`src/rtl/instruction_fetch_unit_if.sv`:
```
// Purpose : bundles the fetch stage's decode-side controls, instruction-memory
//           port and IF/ID outputs into one connection.
// Latency : n/a (wires only).
// Backpressure: n/a; stall travels as an ordinary member.
// Ports (slave = fetch unit view):
//   in : stall, redir_valid, redir_type[1:0], id_pc_plus4[31:0], br_imm16[15:0],
//        j_index26[25:0], jr_target[31:0], imem_instr[31:0]
//   out: imem_addr[31:0], ifid_instr[31:0], ifid_pc_plus4[31:0], ifid_valid,
//        pc_fault, fetch_count[31:0]
interface instruction_fetch_unit_if;
  logic        stall;
  logic        redir_valid;
  logic [1:0]  redir_type;
  logic [31:0] id_pc_plus4;
  logic [15:0] br_imm16;
  logic [25:0] j_index26;
  logic [31:0] jr_target;
  logic [31:0] imem_addr;
  logic [31:0] imem_instr;
  logic [31:0] ifid_instr;
  logic [31:0] ifid_pc_plus4;
  logic        ifid_valid;
  logic        pc_fault;
  logic [31:0] fetch_count;

  modport slave (
    input  stall, redir_valid, redir_type, id_pc_plus4, br_imm16, j_index26,
           jr_target, imem_instr,
    output imem_addr, ifid_instr, ifid_pc_plus4, ifid_valid, pc_fault, fetch_count
  );

  modport master (
    output stall, redir_valid, redir_type, id_pc_plus4, br_imm16, j_index26,
           jr_target, imem_instr,
    input  imem_addr, ifid_instr, ifid_pc_plus4, ifid_valid, pc_fault, fetch_count
  );
endinterface

```
`src/rtl/instruction_fetch_unit.sv`:
```
// Purpose : fetch stage; owns the PC, drives imem address, fills IF/ID, applies
//           decode redirects/stalls, raises a sticky range/alignment fault.
// Latency : imem word at pc appears on ifid_instr one edge later; redirect costs one bubble.
// Backpressure: stall freezes pc, IF/ID and fetch_count; a redirect overrides stall.
// Ports: clk, reset (async, active-high), bus (instruction_fetch_unit_if.slave).
module instruction_fetch_unit #(
  parameter logic [31:0] RESET_PC   = 32'h0,
  parameter int          IMEM_WORDS = 18
) (
  input  logic                      clk,
  input  logic                      reset,
  instruction_fetch_unit_if.slave   bus
);

  localparam logic [31:0] PC_LIMIT = 32'(IMEM_WORDS * 4);

  typedef enum logic {ST_RUN = 1'b0, ST_FAULT = 1'b1} state_t;

  state_t      r_state, w_state_nxt;
  logic [31:0] r_pc, w_pc_nxt;
  logic [31:0] r_ifid_instr, w_ifid_instr_nxt;
  logic [31:0] r_ifid_pc_plus4, w_ifid_pc_plus4_nxt;
  logic        r_ifid_valid, w_ifid_valid_nxt;
  logic [31:0] r_fetch_count, w_fetch_count_nxt;

  logic [31:0] w_pc_plus4;
  logic        w_fault_hit;
  logic        w_redir_take;
  logic [31:0] w_redir_target;

  assign w_pc_plus4   = r_pc + 32'd4;
  // The range test fires at PC_LIMIT, long before pc+4 could wrap past 2^32.
  assign w_fault_hit  = (r_pc >= PC_LIMIT) || (r_pc[1:0] != 2'b00);
  assign w_redir_take = bus.redir_valid && (bus.redir_type != 2'b11);

  always_comb begin
    w_redir_target = bus.jr_target;
    case (bus.redir_type)
      2'b00:   w_redir_target = bus.id_pc_plus4 + {{14{bus.br_imm16[15]}}, bus.br_imm16, 2'b00};
      2'b01:   w_redir_target = {bus.id_pc_plus4[31:28], bus.j_index26, 2'b00};
      default: w_redir_target = bus.jr_target;
    endcase
  end

  // State register
  always_ff @(posedge clk or posedge reset) begin
    if (reset) r_state <= ST_RUN;
    else       r_state <= w_state_nxt;
  end

  // Next-state logic: FAULT is only left through reset.
  always_comb begin
    w_state_nxt = r_state;
    if (r_state == ST_RUN && w_fault_hit) w_state_nxt = ST_FAULT;
  end

  // Output/datapath logic, priority: fault > redirect > stall > sequential.
  always_comb begin
    w_pc_nxt            = r_pc;
    w_ifid_instr_nxt    = r_ifid_instr;
    w_ifid_pc_plus4_nxt = r_ifid_pc_plus4;
    w_ifid_valid_nxt    = r_ifid_valid;
    w_fetch_count_nxt   = r_fetch_count;
    if (r_state == ST_FAULT || w_fault_hit) begin
      w_ifid_valid_nxt = 1'b0;
    end else if (w_redir_take) begin
      // Out-of-range or misaligned targets are accepted; the fault comes next edge.
      w_pc_nxt         = w_redir_target;
      w_ifid_valid_nxt = 1'b0;
    end else if (!bus.stall) begin
      w_ifid_instr_nxt    = bus.imem_instr;
      w_ifid_pc_plus4_nxt = w_pc_plus4;
      w_ifid_valid_nxt    = 1'b1;
      w_pc_nxt            = w_pc_plus4;
      w_fetch_count_nxt   = r_fetch_count + 32'd1;
    end
  end

  always_ff @(posedge clk or posedge reset) begin
    if (reset) begin
      r_pc            <= RESET_PC;
      r_ifid_instr    <= 32'h0;
      r_ifid_pc_plus4 <= 32'h0;
      r_ifid_valid    <= 1'b0;
      r_fetch_count   <= 32'h0;
    end else begin
      r_pc            <= w_pc_nxt;
      r_ifid_instr    <= w_ifid_instr_nxt;
      r_ifid_pc_plus4 <= w_ifid_pc_plus4_nxt;
      r_ifid_valid    <= w_ifid_valid_nxt;
      r_fetch_count   <= w_fetch_count_nxt;
    end
  end

  assign bus.imem_addr     = r_pc;
  assign bus.ifid_instr    = r_ifid_instr;
  assign bus.ifid_pc_plus4 = r_ifid_pc_plus4;
  assign bus.ifid_valid    = r_ifid_valid;
  assign bus.pc_fault      = (r_state == ST_FAULT);
  assign bus.fetch_count   = r_fetch_count;

endmodule

```
`src/flat_wrapper.sv`:
```
// flat-port wrapper written by rule: the top's interface ports become plain ports
module instruction_fetch_unit_flat 
#(
  parameter logic [31:0] RESET_PC   = 32'h0,
  parameter int          IMEM_WORDS = 18
)
  (clk, reset, bus_stall, bus_redir_valid, bus_redir_type, bus_id_pc_plus4, bus_br_imm16, bus_j_index26, bus_jr_target, bus_imem_instr, bus_imem_addr, bus_ifid_instr, bus_ifid_pc_plus4, bus_ifid_valid, bus_pc_fault, bus_fetch_count);
  instruction_fetch_unit_if bus_i ();
  input  logic clk;
  input  logic reset;
  input wire logic [$bits(bus_i.stall)-1:0] bus_stall;
  input wire logic [$bits(bus_i.redir_valid)-1:0] bus_redir_valid;
  input wire logic [$bits(bus_i.redir_type)-1:0] bus_redir_type;
  input wire logic [$bits(bus_i.id_pc_plus4)-1:0] bus_id_pc_plus4;
  input wire logic [$bits(bus_i.br_imm16)-1:0] bus_br_imm16;
  input wire logic [$bits(bus_i.j_index26)-1:0] bus_j_index26;
  input wire logic [$bits(bus_i.jr_target)-1:0] bus_jr_target;
  input wire logic [$bits(bus_i.imem_instr)-1:0] bus_imem_instr;
  output wire logic [$bits(bus_i.imem_addr)-1:0] bus_imem_addr;
  output wire logic [$bits(bus_i.ifid_instr)-1:0] bus_ifid_instr;
  output wire logic [$bits(bus_i.ifid_pc_plus4)-1:0] bus_ifid_pc_plus4;
  output wire logic [$bits(bus_i.ifid_valid)-1:0] bus_ifid_valid;
  output wire logic [$bits(bus_i.pc_fault)-1:0] bus_pc_fault;
  output wire logic [$bits(bus_i.fetch_count)-1:0] bus_fetch_count;
  assign bus_i.stall = bus_stall;
  assign bus_i.redir_valid = bus_redir_valid;
  assign bus_i.redir_type = bus_redir_type;
  assign bus_i.id_pc_plus4 = bus_id_pc_plus4;
  assign bus_i.br_imm16 = bus_br_imm16;
  assign bus_i.j_index26 = bus_j_index26;
  assign bus_i.jr_target = bus_jr_target;
  assign bus_i.imem_instr = bus_imem_instr;
  assign bus_imem_addr = bus_i.imem_addr;
  assign bus_ifid_instr = bus_i.ifid_instr;
  assign bus_ifid_pc_plus4 = bus_i.ifid_pc_plus4;
  assign bus_ifid_valid = bus_i.ifid_valid;
  assign bus_pc_fault = bus_i.pc_fault;
  assign bus_fetch_count = bus_i.fetch_count;
  instruction_fetch_unit #(.RESET_PC(RESET_PC), .IMEM_WORDS(IMEM_WORDS)) u_core (.clk(clk), .reset(reset), .bus(bus_i));
endmodule
```
`config.mk`:
```
export PLATFORM = sky130hd
export DESIGN_NAME = instruction_fetch_unit_flat
export DESIGN_NICKNAME = d
export VERILOG_FILES = /design/src/rtl/instruction_fetch_unit_if.sv /design/src/rtl/instruction_fetch_unit.sv /design/src/flat_wrapper.sv
export SDC_FILE = /design/constraint.sdc
export NUM_CORES = 1
export LEC_CHECK = 0
export CORE_MARGIN = 10
export CORE_UTILIZATION = 48
export DETAILED_ROUTE_END_ITERATION = 8
export GPL_TIMING_DRIVEN = 1
export PLACE_DENSITY_LB_ADDON = 0.12
export SLEW_MARGIN = 20
export SYNTH_ARGS = -nofsm -noshare
export SYNTH_HDL_FRONTEND = slang
export SYNTH_SLANG_ARGS = --single-unit
```
`constraint.sdc`:
```
create_clock -name clk -period 9.1 [get_ports clk]
set_input_delay 0.91 -clock clk [delete_from_list [all_inputs] [get_ports clk]]
set_output_delay 0.91 -clock clk [all_outputs]
set_load 0.02 [all_outputs]
```
==> flow_summary.toml <==
[routing]
dr.first_iter.drc_count = 342
routed_wl_um = 23600
vias_per_cell = 5.61
num_vias = 6463
drc = 0
detail_route.wl_per_cell_um = 20.4
antenna_left = 0
drt_pass1_iterations = 6

[pwr]
ir_drop_uv = 126
p_leak_nw = 4.72
power_density_nw_per_um2 = 151

[layout]
nets = 1131
final_cells = 1152
areaGrowthSynthToFinish_pct = 48.2
nFillCells = 1063
drive_gt1_frac = 0.101
fin_area_um2 = 10600

[floorplan]
die_w_um = 142
ioPinCount = 274
die-area_um2 = 20200
core_area_um2 = 14600
num_rows = 44
start_util = 0.490
dieHeight_um = 142

[clock_tree]
ctsRootBufferMaster = "clkbuf_16"
cts_max_path_buffers = 2
cts_tree = "yes"
cts_setup_buffers = 0
cts_made_buffers = 17
hold_buffers = 0
clk_pin_slew_worst_paths_ns = 0.06
cts_num_sinks = 130
clock_latency_ns = 0.41
htreeDepth = 4
cts.repair.resized = 0

[place]
dp.cells = 1119
placed_area_um2 = 10000
place.port_buffers = 273
globalplace.congestion = 0.910
dp_hpwl_um = 18600

[yosys]
synth-async-reset-ratio = 1.00
synth_cell_types = 63
synth_edf_count = 0
seq_area_frac_synth = 0.455
synthCells = 690
synth-main-ff-cell = "dfrtp_1"
synth_area_per_cell_um2 = 10.4
synth-seq-cells = 130
yosys_warnings = 0
synth_area_um2 = 7150
synth_nets = 867

[timing]
period_needed_ns = 3.84
setup_viol_count_final = 0
fin_worst_skew_ns = 0.00848
fmax_mhz = 260
drv_slew = 0
rsz0062_at_grt = "false"
slew_headroom = 0.433
setup_tns_ns = 0
max_slew.worst_pin.slew_ns = 0.851
hold_viol = 0
fin_crit_sh = 0.422

[outcome]
outcome = "complete, no violations"

[grt]
overflow = 0
grt_pass1_wl_um = 37100
grt_pass1_vias = 6785
grt_max_degree = 75
grt_usage = 0.230
antenna_found_initial = 1

[critical_path]
reg2reg_depth = 11
cpMaxStageDelayCell = "clkdlybuf4s50_1"
cp_max_fo = 15
max_stage_delay_ns = 0.87
worstSetupPathType = "input pin to register"
crit_top_cell = "a21o_1"
path_delay_family = "compound AO/OA/AOI/OAI gates"
arrival_ns = 4.15
crit_path_end_kind = "register"
path_buf_inv = 1
worstPathRequired_ns = 9.40
crit_chain = "clkdlybuf4s50_1 -> ha_1 -> a21o_1 -> a21o_1 -> a221oi_1 -> or2_2 -> o31ai_1 -> o41ai_2 -> xor2_1 -> o221ai_1 -> a21o_1"
path_depth = 11
startpoint_type = "input pin"

[job]
max_cap_violations = 0

[min_path]
hold_depth = 1
hp-class = "register to register"
[final timing paths]
path,endpoint,slack [ns],startpoint
setup / recovery,u_core.bus.imem_addr[26]$_DFFE_PP0P_,5.26,bus_br_imm16[15]
hold / removal,u_core.bus.fetch_count[31]$_DFFE_PP0P_,0.48,u_core.bus.fetch_count[31]$_DFFE_PP0P_
setup reg to reg,u_core.bus.fetch_count[12]$_DFFE_PP0P_,5.61,u_core.bus.imem_addr[2]$_DFFE_PP0P_
hold reg to reg,u_core.bus.fetch_count[31]$_DFFE_PP0P_,0.48,u_core.bus.fetch_count[31]$_DFFE_PP0P_
max in group asynchronous,u_core.bus.ifid_instr[27]$_DFFE_PP0P_,6.77,reset
min in group asynchronous,u_core.bus.ifid_instr[5]$_DFFE_PP0P_,1.01,reset
[per-stage QoR]
stage                     power, mW  hold slack, ns   util  worst slack, ns
after floorplan               0.791           0.451      -             4.72
after global placement        0.938           0.458  0.686             4.96
after detailed placement      0.943           0.457  0.686             4.87
after CTS                      1.61           0.488  0.726             5.28
after global routing           1.67           0.509  0.726             5.08
final                          1.60           0.483  0.727             5.26
[sequential cells by signal, summed over array words and instances (netlist names)]
| name | cells |
|---|---|
| u_core.bus.fetch_count | 32 |
| u_core.bus.ifid_instr | 32 |
| u_core.bus.ifid_pc_plus4 | 32 |
| u_core.bus.ifid_valid | 1 |
| u_core.bus.imem_addr | 32 |
| u_core.bus.pc_fault | 1 |
[routing by layer]
layer / part of all wire / GRT usage / vias to the layer above
met3: 0.095 / 0.0704 / 33
met4: 0.024 / 0.0828 / 0
met1: 0.39 / 0.271 / 3085
met5: 0 / 0 / -
met2: 0.49 / 0.386 / 307
li1: - / - / 3038
[worst reg2reg max path, cell delays in order (launching register included)]
cell and delay (ns):
dfrtp_1 0.44, inv_1 0.08, ha_1 0.19, or4_1 0.43
a21oi_2 0.22, nand4_4 0.17, nor3_4 0.20, buf_4 0.65
and3_1 0.38, and2_1 0.31, nand3_1 0.14, xnor2_1 0.15
[cells in the mapped netlist (5+ instances only)]
| cell | n | area (um^2) |
|---|---|---|
| nand4_1 | 13 | 81.3 |
| xor2_1 | 16 | 140 |
| a21oi_1 | 42 | 210 |
| mux2_2 | 37 | 417 |
| and3_1 | 10 | 62.6 |
| nand3_1 | 15 | 75.1 |
| nor2_1 | 31 | 116 |
| o21ai_0 | 31 | 155 |
| buf_2 | 8 | 40.0 |
| nor3_1 | 9 | 45.0 |
| and4_1 | 5 | 43.8 |
| clkbuf_1 | 20 | 75.1 |
| a21o_1 | 24 | 180 |
| nor2b_1 | 33 | 206 |
| dfrtp_1 | 130 | 3250 |
| o22ai_1 | 5 | 31.3 |
| nand2_1 | 45 | 169 |
| nor4_1 | 9 | 56.3 |
| a31o_2 | 5 | 43.8 |
| a221oi_1 | 6 | 52.6 |
| o21a_1 | 6 | 45.0 |
| o211ai_1 | 7 | 52.6 |
| nand2b_1 | 9 | 56.3 |
| a31oi_1 | 6 | 37.5 |
| xnor2_1 | 40 | 350 |
| inv_1 | 19 | 71.3 |
| mux2i_1 | 6 | 60.1 |
| o21bai_1 | 6 | 45.0 |
| ha_1 | 32 | 400 |
[layout by cell type (no fill, tap or decap), drive strengths merged, types with 4 or more instances in the layout]
master / instances
a22o: 4
clkdlybuf4s50: 272
and3: 10
o21a: 6
o21bai: 6
nor4: 9
clkinv: 7
nor2: 35
a21o: 24
nor3: 10
clkbuf: 17
o22ai: 5
o221ai: 4
a21oi: 43
a221oi: 6
dfrtp: 130
nand2: 45
nand4: 15
mux2i: 6
buf: 6
nand2b: 11
mux2: 37
o21ai: 32
and4: 5
a31oi: 6
a31o: 5
nor2b: 34
xor2: 16
xnor2: 41
ha: 32
o211ai: 7
nand3: 15
inv: 22
[where the power goes]
| group | internal [mW] | switching, mW | total (mW) |
|---|---|---|---|
| Combinational | 0.160 | 0.157 | 0.317 |
| Sequential | 0.598 | 0.0204 | 0.618 |
| Clock | 0.405 | 0.259 | 0.664 |
[cell type report]
type | instances | area, um^2 | area share
inverters | 19 | 73.8 | 0.00696
multi-input cells | 508 | 3690 | 0.348
diodes | 1 | 2.50 | 0.000236
clock inverters | 15 | 159 | 0.0150
well taps | 184 | 230 | 0.0217
clock buffers | 17 | 425 | 0.0401
repair buffers | 278 | 2770 | 0.261
flip-flops and latches | 130 | 3250 | 0.307
[cell families (layout without fill, tap and decap cells)]
family | count (synthesis) | in the layout | synth area share
fa+ha+maj | 33 | 33 | 0.0588
other cells | 0 | 1 | 0
buf+inv | 52 | 329 | 0.0303
mux | 43 | 43 | 0.0666
flops | 130 | 130 | 0.455
compound gates | 172 | 172 | 0.161
xor+xnor | 57 | 57 | 0.0708
simple gates | 203 | 203 | 0.158
No activity file was read; power rests on OpenSTA's default activity.
